===== src/rtl/gte_instr_sequencer_if.sv =====
// Command/status bundle between the COP2 front end and the GTE sequencer.
// The master side issues commands; the slave side is the sequencer.
interface gte_instr_sequencer_if;
  logic        i_run;
  logic [24:0] i_instr;
  logic        i_hold;
  logic        i_abort;
  logic        o_busy;
  logic        o_done;
  logic        o_illegal;
  logic        o_uvalid;
  logic [11:0] o_uaddr;
  logic [5:0]  o_step;
  logic [1:0]  o_vidx;
  logic [1:0]  o_matsel;
  logic [1:0]  o_vecsel;
  logic [24:0] o_instr;

  modport master (
    output i_run, i_instr, i_hold, i_abort,
    input  o_busy, o_done, o_illegal, o_uvalid, o_uaddr, o_step,
           o_vidx, o_matsel, o_vecsel, o_instr
  );

  modport slave (
    input  i_run, i_instr, i_hold, i_abort,
    output o_busy, o_done, o_illegal, o_uvalid, o_uaddr, o_step,
           o_vidx, o_matsel, o_vecsel, o_instr
  );
endinterface


===== src/rtl/gte_instr_sequencer.sv =====
// GTE command sequencer: latches one COP2 command, walks its microcode steps
// and produces the vertex/matrix/vector selects until the command completes.
module gte_instr_sequencer #(
  parameter int EXTRA_CYCLES = 0,
  parameter bit TRIPLE_EN    = 1'b1
) (
  input logic i_clk,
  input logic i_rst,
  gte_instr_sequencer_if.slave bus
);

  localparam logic [5:0] OP_MVMVA = 6'h12;

  typedef enum logic {IDLE, RUN} state_t;

  typedef struct packed {
    logic       legal;
    logic       triple;
    logic [5:0] base;
    logic [5:0] pass;
  } opInfo_t;

  // Triple ops report their full length (three passes plus epilogue) in base.
  function automatic opInfo_t decode(input logic [5:0] op);
    opInfo_t info;
    info       = '0;
    info.legal = 1'b1;
    case (op)
      6'h01: info.base = 6'd15;
      6'h06: info.base = 6'd8;
      6'h0C: info.base = 6'd6;
      6'h10: info.base = 6'd8;
      6'h11: info.base = 6'd8;
      6'h12: info.base = 6'd8;
      6'h13: info.base = 6'd19;
      6'h14: info.base = 6'd13;
      6'h1E: info.base = 6'd14;
      6'h1B: info.base = 6'd17;
      6'h1C: info.base = 6'd11;
      6'h28: info.base = 6'd5;
      6'h29: info.base = 6'd8;
      6'h2D: info.base = 6'd5;
      6'h2E: info.base = 6'd6;
      6'h3D: info.base = 6'd5;
      6'h3E: info.base = 6'd5;
      6'h30: begin info.triple = 1'b1; info.pass = 6'd7;  info.base = 6'd23; end
      6'h20: begin info.triple = 1'b1; info.pass = 6'd10; info.base = 6'd30; end
      6'h16: begin info.triple = 1'b1; info.pass = 6'd14; info.base = 6'd44; end
      6'h3F: begin info.triple = 1'b1; info.pass = 6'd13; info.base = 6'd39; end
      6'h2A: begin info.triple = 1'b1; info.pass = 6'd5;  info.base = 6'd17; end
      default: info.legal = 1'b0;
    endcase
    if (info.triple && !TRIPLE_EN) info.legal = 1'b0;
    return info;
  endfunction

  state_t      state;
  logic [5:0]  stepQ;
  logic [5:0]  lastStep;
  logic [5:0]  passLast;
  logic [5:0]  passCnt;
  logic [5:0]  opQ;
  logic [1:0]  vidxQ;
  logic [1:0]  vecselQ;
  logic [1:0]  matselQ;
  logic        tripleQ;
  logic        illegalQ;
  logic [24:0] instrQ;

  opInfo_t    info;
  logic       isLast;
  logic [1:0] vidxNext;
  logic [5:0] passNext;

  assign info   = decode(bus.i_instr[5:0]);
  assign isLast = (stepQ == lastStep);

  // Vertex index saturates at 2, so epilogue steps stay on the last vertex.
  always_comb begin
    vidxNext = vidxQ;
    passNext = passCnt + 6'd1;
    if (passCnt == passLast) begin
      passNext = '0;
      if (vidxQ != 2'd2) vidxNext = vidxQ + 2'd1;
    end
  end

  // Single FSM; leaving RUN clears the select outputs but keeps the command word.
  always_ff @(posedge i_clk) begin
    if (i_rst) begin
      state    <= IDLE;
      stepQ    <= '0;
      lastStep <= '0;
      passLast <= '0;
      passCnt  <= '0;
      opQ      <= '0;
      vidxQ    <= '0;
      vecselQ  <= '0;
      matselQ  <= '0;
      tripleQ  <= 1'b0;
      illegalQ <= 1'b0;
      instrQ   <= '0;
    end else begin
      illegalQ <= 1'b0;
      case (state)
        IDLE: begin
          if (bus.i_run && !bus.i_abort) begin
            if (info.legal) begin
              state    <= RUN;
              instrQ   <= bus.i_instr;
              opQ      <= bus.i_instr[5:0];
              stepQ    <= '0;
              lastStep <= info.base + 6'(EXTRA_CYCLES) - 6'd1;
              passLast <= info.pass - 6'd1;
              passCnt  <= '0;
              vidxQ    <= '0;
              matselQ  <= bus.i_instr[18:17];
              vecselQ  <= (bus.i_instr[5:0] == OP_MVMVA) ? bus.i_instr[16:15] : 2'd0;
              tripleQ  <= info.triple;
            end else begin
              illegalQ <= 1'b1;
            end
          end
        end
        RUN: begin
          if (bus.i_abort || (!bus.i_hold && isLast)) begin
            state   <= IDLE;
            stepQ   <= '0;
            opQ     <= '0;
            vidxQ   <= '0;
            vecselQ <= '0;
            matselQ <= '0;
          end else if (!bus.i_hold) begin
            stepQ <= stepQ + 6'd1;
            if (tripleQ) begin
              vidxQ   <= vidxNext;
              vecselQ <= vidxNext;
              passCnt <= passNext;
            end
          end
        end
        default: state <= IDLE;
      endcase
    end
  end

  assign bus.o_busy    = (state == RUN);
  assign bus.o_done    = (state == RUN) && !bus.i_hold && !bus.i_abort && isLast;
  assign bus.o_illegal = illegalQ;
  assign bus.o_uvalid  = (state == RUN) && !bus.i_hold;
  assign bus.o_uaddr   = {opQ, stepQ};
  assign bus.o_step    = stepQ;
  assign bus.o_vidx    = vidxQ;
  assign bus.o_matsel  = matselQ;
  assign bus.o_vecsel  = vecselQ;
  assign bus.o_instr   = instrQ;

endmodule


===== src/flat_wrapper.sv =====
// flat-port wrapper written by rule: the top's interface ports become plain ports
module gte_instr_sequencer_flat 
#(
  parameter int EXTRA_CYCLES = 0,
  parameter bit TRIPLE_EN    = 1'b1
)
  (i_clk, i_rst, bus_i_run, bus_i_instr, bus_i_hold, bus_i_abort, bus_o_busy, bus_o_done, bus_o_illegal, bus_o_uvalid, bus_o_uaddr, bus_o_step, bus_o_vidx, bus_o_matsel, bus_o_vecsel, bus_o_instr);
  gte_instr_sequencer_if bus_i ();
  input logic i_clk;
  input logic i_rst;
  input wire logic [$bits(bus_i.i_run)-1:0] bus_i_run;
  input wire logic [$bits(bus_i.i_instr)-1:0] bus_i_instr;
  input wire logic [$bits(bus_i.i_hold)-1:0] bus_i_hold;
  input wire logic [$bits(bus_i.i_abort)-1:0] bus_i_abort;
  output wire logic [$bits(bus_i.o_busy)-1:0] bus_o_busy;
  output wire logic [$bits(bus_i.o_done)-1:0] bus_o_done;
  output wire logic [$bits(bus_i.o_illegal)-1:0] bus_o_illegal;
  output wire logic [$bits(bus_i.o_uvalid)-1:0] bus_o_uvalid;
  output wire logic [$bits(bus_i.o_uaddr)-1:0] bus_o_uaddr;
  output wire logic [$bits(bus_i.o_step)-1:0] bus_o_step;
  output wire logic [$bits(bus_i.o_vidx)-1:0] bus_o_vidx;
  output wire logic [$bits(bus_i.o_matsel)-1:0] bus_o_matsel;
  output wire logic [$bits(bus_i.o_vecsel)-1:0] bus_o_vecsel;
  output wire logic [$bits(bus_i.o_instr)-1:0] bus_o_instr;
  assign bus_i.i_run = bus_i_run;
  assign bus_i.i_instr = bus_i_instr;
  assign bus_i.i_hold = bus_i_hold;
  assign bus_i.i_abort = bus_i_abort;
  assign bus_o_busy = bus_i.o_busy;
  assign bus_o_done = bus_i.o_done;
  assign bus_o_illegal = bus_i.o_illegal;
  assign bus_o_uvalid = bus_i.o_uvalid;
  assign bus_o_uaddr = bus_i.o_uaddr;
  assign bus_o_step = bus_i.o_step;
  assign bus_o_vidx = bus_i.o_vidx;
  assign bus_o_matsel = bus_i.o_matsel;
  assign bus_o_vecsel = bus_i.o_vecsel;
  assign bus_o_instr = bus_i.o_instr;
  gte_instr_sequencer #(.EXTRA_CYCLES(EXTRA_CYCLES), .TRIPLE_EN(TRIPLE_EN)) u_core (.i_clk(i_clk), .i_rst(i_rst), .bus(bus_i));
endmodule

===== config.mk =====
export PLATFORM = sky130hd
export DESIGN_NAME = gte_instr_sequencer_flat
export DESIGN_NICKNAME = d
export VERILOG_FILES = /design/src/rtl/gte_instr_sequencer_if.sv /design/src/rtl/gte_instr_sequencer.sv /design/src/flat_wrapper.sv
export SDC_FILE = /design/constraint.sdc
export NUM_CORES = 1
export LEC_CHECK = 0
export BUFFER_PORTS_ARGS = -buffer_cell sky130_fd_sc_hd__buf_2
export CORE_ASPECT_RATIO = 1.5
export CORE_UTILIZATION = 50
export CTS_BUF_LIST = sky130_fd_sc_hd__clkbuf_4 sky130_fd_sc_hd__clkbuf_8 sky130_fd_sc_hd__clkbuf_16
export DETAILED_ROUTE_END_ITERATION = 6
export PLACE_DENSITY = 0.75
export SLEW_MARGIN = 10
export SYNTH_ARGS = -nofsm -noshare
export SYNTH_HDL_FRONTEND = slang
export SYNTH_SLANG_ARGS = --single-unit

===== constraint.sdc =====
create_clock -name i_clk -period 2.55 [get_ports i_clk]
set_input_delay 0.255 -clock i_clk [delete_from_list [all_inputs] [get_ports i_clk]]
set_output_delay 0.255 -clock i_clk [all_outputs]
set_load 0.02 [all_outputs]

==> results.tsv, run 1 <==
metric	value	unit
H-tree level count	3	
count of vias placed by the detailed router	3428	
cell chain of the critical path	xor2_1 -> nor4_1 -> a21oi_1 -> nand2_1 -> nor2_1 -> a32o_1	
floorplan die area	0.007219	mm2
kind of end point of the critical path	register	
total clock buffers created by CTS	9	
total wire length	9113	um
maximum root-to-sink buffer count	2	
fraction of the yosys area taken by sequential cells	36.68	%
number of warnings issued by yosys	0	
number of synthesized flops with an enable pin	0	
total power	2.182	mW
instance area after placement	0.003854	mm2
Sequential Power Share	47.4	%
net count of the mapped netlist	475	
area of the core region	0.006576	mm2
cell row count	36	
die span in x	69.71	um
total negative slack	0	ns
Final Hold Vio Count	0	
share of the clock period used by the worst path	80.94	%
worst-case reg-to-reg path depth	6	
number of violations reported at the end of detailed-routing iteration 0	193	
Setup Crit Path Kind	register to register	
highest clock frequency the design can meet	484.5	MHz
number of setup buffers added after CTS	0	
I/O Pins	83	
Worst Path Max Fanout	13	
total half-perimeter wirelength after legalization and detailed placement	6629	um
post-layout instance area	0.004026	mm2
effective utilization at floorplan	52.28	%
worst IR drop on VDD	0.3502	mV
mean cell area of the mapped netlist	7.814	um2
number of antenna violations at the first check in global routing	0	
Lkg Pwr	1.683	nW
arrival time of the worst setup path	2.31	ns
path category of the worst min-delay check	input pin to register	
Cell Count, Final, Fillers Out	593	
fraction of layout cells with a size suffix above 1	25.53	%
Wirelength per Cell	15.37	um
final slew viol count	0	
Post-layout nets	547	
max-capacitance violation count	0	
number of nets with antenna violations after detailed routing	0	
Worst Hold Endpoint	u_core.bus.o_instr[19]$_SDFFE_PP0P_	
RSZ-0062 raised after global routing	no	
r2r startpoint	u_core.bus.o_step[5]$_SDFFE_PP0P_	
synthesis-stage register bit count	63	
clock tree from TritonCTS	built	
Antenna Cells	0	
power density relative to cell area	541.9	mW/mm2
internal power of the cells	1.502	mW
area delta synth->final	17.10	%
hold path startpoint	bus_i_instr[19]	
Root Buffer Master	clkbuf_8	
final worst clock skew	0.008545	ns
Sink Count	63	
share of synthesized registers carrying an async set or reset	0	%
part of the total power dissipated in the clock network	35.6	%
final setup violation count	0	
slowest cell delay on critical path	0.41	ns
Detailed Routing Iterations Pass 1	4	
R2R setup slack	0.49	ns
drt via density	5.781	
dominant register cell in the synthesized netlist	dfxtp_1	
post-synth design cell area	0.003438	mm2
filler instances	624	
combinational share of power	17.0	%
final weighted congestion in routability-driven placement	0.9613	
required time at the endpoint of the critical path	2.79	ns
critical path launch point type	register	
Post-CTS Hold Buffers	0	
Hold Crit Depth	3	
DRC Markers	0	
start point of the critical path	u_core.bus.o_step[5]$_SDFFE_PP0P_	
pin slew with the least headroom to its limit	0.7332	ns
R2R Path End	u_core.passCnt[2]$_SDFFE_PP0P_	
largest net degree at the start of global routing	31	
post_cts resized	0	
Rel. slew slack	50.60	%
shortest clock period the worst path allows after layout	2.064	ns
gr usage total	25.33	%
number of instances in the synthesized netlist	440	
insertion delay to the later sink of the worst-skew pair	0.35	ns
Port Buffers	82	
via count of the first global-routing pass	3193	
first-pass GRT wire length	14810	um
Post-Place Cells	577	
share of total power consumed by net switching	31.15	%
switching power of the nets	0.6796	mW
status	completed	
Unique masters post-synth	58	
overall die height	103.6	um
slowest stage cell on the critical path	nor4_1	
remaining global-route overflow	0	
clock transition at the registers of the reported paths	0.07	ns
## Yosys cell counts, types with 5 or more instances
cell        n  share of area, %
and2_1      5              0.91
ha_1        5               1.8
a31oi_1     7               1.3
nor3b_1     5               1.1
nor3_1      9               1.3
o21ai_0    11               1.6
dfxtp_1    63                37
nor2_1     30               3.3
a21oi_1    53               7.7
nor2b_1     8               1.5
xnor2_1    10               2.5
o2bb2ai_1   9               2.3
nand4_1     6               1.1
xor2_1      7               1.8
nand3_1    10               1.5
buf_4      10               2.2
nand2_1    84               9.2
clkbuf_1   15               1.6
a32o_1      7               2.0
buf_2       9               1.3
inv_1      10               1.1
## final cells by class
type	count	area (um2)	share of cell area [%]
clock inverter	7	48.80	1.212
inverter	12	45.04	1.119
clock buffer	9	123.9	3.076
timing repair buffer	98	530.5	13.18
multi-input combinational	328	1922	47.73
tap	76	95.09	2.362
sequential	63	1261	31.32
## layer usage
layer | global-route usage, % | wire, um | share of wire (%) | vias to the layer above
li1 | - | - | - | 1688
met1 | 27.99 | 3681 | 40 | 1604
met2 | 44.87 | 4755 | 52 | 102
met3 | 5.253 | 302 | 3.3 | 34
met4 | 13.29 | 374 | 4.1 | 0
met5 | 0 | 0 | 0 | -
## worst max-delay path: cells and delay by family (launching register included)
family	cells	cell delay, ns
AO/OA/AOI/OAI	2	0.48
AND/OR/NAND/NOR	3	0.95
flip-flops	1	0.36
XOR/XNOR	1	0.17
## state kept, by name, indices dropped and copies added, names as in the netlist
register / cells
u_core.opQ: 6
u_core.bus.o_instr: 25
u_core.tripleQ: 1
u_core.bus.o_matsel: 2
u_core.bus.o_illegal: 1
u_core.passLast: 5
u_core.bus.o_busy: 1
u_core.bus.o_step: 6
u_core.bus.o_vidx: 2
u_core.passCnt: 6
u_core.lastStep: 6
u_core.bus.o_vecsel: 2
## power by group through the flow
stage	Sequential, mW	Clock, mW	Combinational [mW]
6_report	1.03	0.776	0.372
5_1_grt	1.04	0.827	0.403
4_1_cts	1.03	0.784	0.370
3_5_place_dp	1.06	0	0.367
3_3_place_gp	1.06	0	0.364
2_1_floorplan	1.08	0	0.235
## through the flow
stage	utilization, %	hold slack [ns]	worst slack, ns
after detailed placement	58.60	0.4433	0.2070
after floorplan	-	0.3343	0.3519
after CTS	61.23	0.1328	0.4889
after global placement	58.60	0.4397	0.2449
final	61.23	0.1433	0.4860
after global routing	61.23	0.1324	0.2776
## kinds of logic after synthesis
| logic type | count (synthesis) | share of synthesized area (%) |
|---|---|---|
| AO/OA/AOI/OAI | 118 | 22.85 |
| XOR/XNOR | 17 | 4.330 |
| adder cells (fa/ha/maj) | 5 | 1.820 |
| buffers and inverters | 49 | 7.423 |
| multiplexers | 2 | 0.5823 |
| flip-flops | 63 | 36.68 |
| AND/OR/NAND/NOR | 186 | 26.31 |
## placed cells by master (no fill, tap or decap), drive strengths merged, types with 3 or more instances in the layout
cell,count
a21oi,53
and3,4
and2,5
a31oi,7
clkinvlp,4
nor2,30
o31ai,4
nand2b,4
inv,13
nand3,12
or3,4
xnor2,10
nor3,9
dfxtp,63
a211oi,4
nor4,4
nor2b,8
clkbuf,9
nor3b,6
ha,5
nand4,6
o21ai,13
or2,4
a32o,7
xor2,7
a221oi,3
buf,98
o2bb2ai,9
nand2,85
## worst max path at each step
| stage | endpoint | cells past startpoint |
|---|---|---|
| detailed placement | u_core.lastStep[4]$_SDFFE_PP0P_ | 10 |
| global placement | u_core.bus.o_vecsel[0]$_SDFFE_PP0P_ | 8 |
| floorplan | u_core.lastStep[4]$_SDFFE_PP0P_ | 9 |
| CTS | u_core.passCnt[2]$_SDFFE_PP0P_ | 6 |
| finish | u_core.passCnt[2]$_SDFFE_PP0P_ | 6 |
| global route | u_core.passCnt[2]$_SDFFE_PP0P_ | 6 |
(Power assumes the default switching activity.)
==> run 2: changes to the inputs <==
--- a/config.mk
+++ b/config.mk
@@ -5,12 +5,13 @@
 export SDC_FILE = /design/constraint.sdc
 export NUM_CORES = 1
 export LEC_CHECK = 0
+export ABC_AREA = 1
 export BUFFER_PORTS_ARGS = -buffer_cell sky130_fd_sc_hd__buf_2
 export CORE_ASPECT_RATIO = 1.5
-export CORE_UTILIZATION = 50
+export CORE_UTILIZATION = 48
 export CTS_BUF_LIST = sky130_fd_sc_hd__clkbuf_4 sky130_fd_sc_hd__clkbuf_8 sky130_fd_sc_hd__clkbuf_16
 export DETAILED_ROUTE_END_ITERATION = 6
-export PLACE_DENSITY = 0.75
+export PLACE_DENSITY = 0.76
 export SLEW_MARGIN = 10
 export SYNTH_ARGS = -nofsm -noshare
 export SYNTH_HDL_FRONTEND = slang
==> constraint.sdc (replaced) <==
create_clock -name i_clk -period 1.8 [get_ports i_clk]
set_input_delay 0.18 -clock i_clk [delete_from_list [all_inputs] [get_ports i_clk]]
set_output_delay 0.18 -clock i_clk [all_outputs]
set_load 0.02 [all_outputs]
==> run 2 against run 1 <==
Clock skew is essentially flat. Register-to-register slack got worse by 0.33 ns. Count of clock-buffer cells in the layout grew 1. Utilization fell by 0.32 points. Total power rose by 54%. Sequential share of layout area shrank 0.95 points. First-iteration DRC count fell by 13%. Critical endpoint is now bus_o_done.
==> results.tsv, run 2 <==
metric	value	unit	change
top cells by area in the synthesized netlist	dfxtp_1 (37%), nand2_1 (14%), nor2_1 (8.4%)		
final setup violation count	0		unchanged
area of the core region	0.006852	mm2	+4.2%
start point of the critical path	u_core.bus.o_step[5]$_SDFFE_PP0P_		
number of antenna violations at the first check in global routing	0		unchanged
via count of the first global-routing pass	3330		+4.3%
total clock buffers created by CTS	9		unchanged
most frequent standard cell in the layout excluding fill and tap cells	nand2_1		
final slew viol count	0		unchanged
number of warnings issued by yosys	0		unchanged
Antenna Cells	0		unchanged
die span in x	70.82	um	+1.6%
H-tree level count	3		unchanged
status	completed		
Synth area leader	dfxtp_1		
most frequent cells in the layout	nand2_1 (126), buf_2 (82), nor2_1 (73)		
Worst Path Max Fanout	5		-8
dominant register cell in the synthesized netlist	dfxtp_1		
mean cell area of the mapped netlist	6.672	um2	-15%
Sequential Power Share	44.4	%	-3.0 points
flip-flop count of the largest register, all copies and words added	25		unchanged
share of total power consumed by net switching	29.91	%	-1.2 points
Final Hold Vio Count	0		unchanged
I/O Pins	83		unchanged
insertion delay to the later sink of the worst-skew pair	0.35	ns	about the same
number of violations reported at the end of detailed-routing iteration 0	168		-13%
Lkg Pwr	2.056	nW	+22%
post_cts resized	0		unchanged
effective utilization at floorplan	49.76	%	-2.5 points
Post-layout nets	639		+17%
arrival time of the worst setup path	1.51	ns	-0.80 ns
Hold Slack	0.07689	ns	-0.06646 ns
Place WS	-0.05633	ns	-0.2633 ns
share of the clock period used by the worst path	93.82	%	
hold path startpoint	bus_i_instr[13]		
Sink Count	63		unchanged
fraction of layout cells with a size suffix above 1	24.79	%	-0.74 points
Unique masters post-synth	34		-41%
clock tree from TritonCTS	built		
r2r startpoint	u_core.bus.o_step[5]$_SDFFE_PP0P_		
critical path launch point type	register		
max-capacitance violation count	0		unchanged
Post-synth top cells	nand2_1 (127), nor2_1 (76), dfxtp_1 (63)		
DRC Markers	0		unchanged
number of nets with antenna violations after detailed routing	0		unchanged
required time at the endpoint of the critical path	1.62	ns	-1.17 ns
Post-CTS Hold Buffers	0		unchanged
floorplan die area	0.007451	mm2	+3.2%
path category of the worst min-delay check	input pin to register		
Root Buffer Master	clkbuf_8		
number of setup buffers added after CTS	0		unchanged
largest net degree at the start of global routing	36		+16%
leading cell type by number of instances after synthesis	nand2_1		
overall die height	105.2	um	+1.6%
remaining global-route overflow	0		unchanged
share of synthesized registers carrying an async set or reset	0	%	unchanged
highest clock frequency the design can meet	592.2	MHz	
cell row count	37		+2.8%
pin slew with the least headroom to its limit	0.6522	ns	-0.08102 ns
post-synth design cell area	0.003410	mm2	-0.84%
internal power of the cells	2.354	mW	+57%
net count of the mapped netlist	546		+15%
Wirelength per Cell	12.78	um	-17%
count of vias placed by the detailed router	3486		+1.7%
Detailed Routing Iterations Pass 1	5		+1
power density relative to cell area	804.7	mW/mm2	+48%
final worst clock skew	0.008317	ns	-0.0002280 ns
Setup Crit Path Kind	register to output pin		
shortest clock period the worst path allows after layout	1.689	ns	
fraction of the yosys area taken by sequential cells	36.99	%	+0.31 points
gr usage total	25.30	%	-0.039 points
total half-perimeter wirelength after legalization and detailed placement	6806	um	+2.7%
first-pass GRT wire length	15000	um	+1.3%
kind of end point of the critical path	output pin		
Rel. slew slack	56.47	%	+5.9 points
combinational share of power	18.2	%	+1.2 points
switching power of the nets	1.004	mW	+48%
Port Buffers	82		unchanged
number of instances in the synthesized netlist	511		+16%
drt via density	5.074		-12%
area delta synth->final	22.39	%	
worst setup margin	0.1113	ns	-0.3747 ns
part of the total power dissipated in the clock network	37.4	%	+1.8 points
number of synthesized flops with an enable pin	0		unchanged
total wire length	8777	um	-3.7%
maximum root-to-sink buffer count	2		unchanged
synthesis-stage register bit count	63		unchanged
share of the synthesized area in the top cell type	36.99	%	+0.31 points
final weighted congestion in routability-driven placement	0.8472		-12%
worst IR drop on VDD	0.7206	mV	+110%
clock transition at the registers of the reported paths	0.07	ns	about the same
run 2: changes by cell type after synthesis, moves of 9 or more:
| cell | before | now |
|---|---|---|
| a21oi_1 | 53 | 42 |
| nand3_1 | 10 | 51 |
| o21ai_0 | 11 | 27 |
| xnor2_1 | 10 | 1 |
| inv_1 | 10 | 53 |
| nand2_1 | 84 | 127 |
| clkbuf_1 | 15 | 6 |
| nor2_1 | 30 | 76 |
run 2: per-layer routing:
metal / part of all wire [%] / vias to the layer above / global-route usage, %
met5: 0 / - / 0
met4: 2.4 / 0 / 13.57
met3: 2.9 / 18 / 3.155
met2: 55 / 65 / 47.32
met1: 40 / 1583 / 26.93
li1: - / 1820 / -
run 2: cells by family after synthesis:
logic type,after synthesis,share of synthesized area (%)
simple gates,283,36.26
buf+inv,79,11.52
xor+xnor,7,1.798
compound gates,74,11.60
fa+ha+maj,5,1.835
flops,63,36.99
run 2: critical path, cell delays in order (launching register included):
cell	delay (ns)
dfxtp_1	0.40
inv_1	0.09
nand2_1	0.06
nand2_1	0.06
nor2_2	0.10
nand3_1	0.10
nor4_1	0.16
buf_2	0.21
run 2: path summary, 6_finish.rpt:
path / end / slack [ns] / depth (start not counted)
min reg2reg: u_core.bus.o_instr[0]$_SDFFE_PP0P_ / 0.46 / 2
min: u_core.bus.o_instr[13]$_SDFFE_PP0P_ / 0.08 / 3
max: bus_o_done / 0.11 / 7
max reg2reg: u_core.passCnt[0]$_SDFFE_PP0P_ / 0.16 / 11
run 2: power by group through the flow:
stage / logic (mW) / registers (mW) / clock network, mW
floorplan: 0.354 / 1.57 / 0
global placement: 0.597 / 1.52 / 0
detailed placement: 0.608 / 1.52 / 0
CTS: 0.610 / 1.49 / 1.27
global route: 0.686 / 1.50 / 1.34
finish: 0.612 / 1.49 / 1.25
run 2: layout make-up:
type | instances | area, um2
clock buffer | 10 | 137.6
clock inverter | 6 | 70.07
fill | 680 | 2679
inverter | 56 | 214.0
multi-input combinational | 369 | 1765
sequential | 63 | 1267
tap | 78 | 97.59
timing repair buffer | 105 | 620.6
run 2: metrics by stage:
step	utilization [%]	cell area (um2)	power (mW)	setup TNS [ns]	cells
2_1_floorplan	-	3410	1.921	0	511
3_3_place_gp	57.63	3949	2.116	-0.3096	671
3_5_place_dp	57.63	3949	2.129	-0.2441	671
4_1_cts	60.66	4156	3.372	0	687
5_1_grt	60.90	4173	3.524	-0.001564	687
6_report	60.90	4173	3.358	0	687
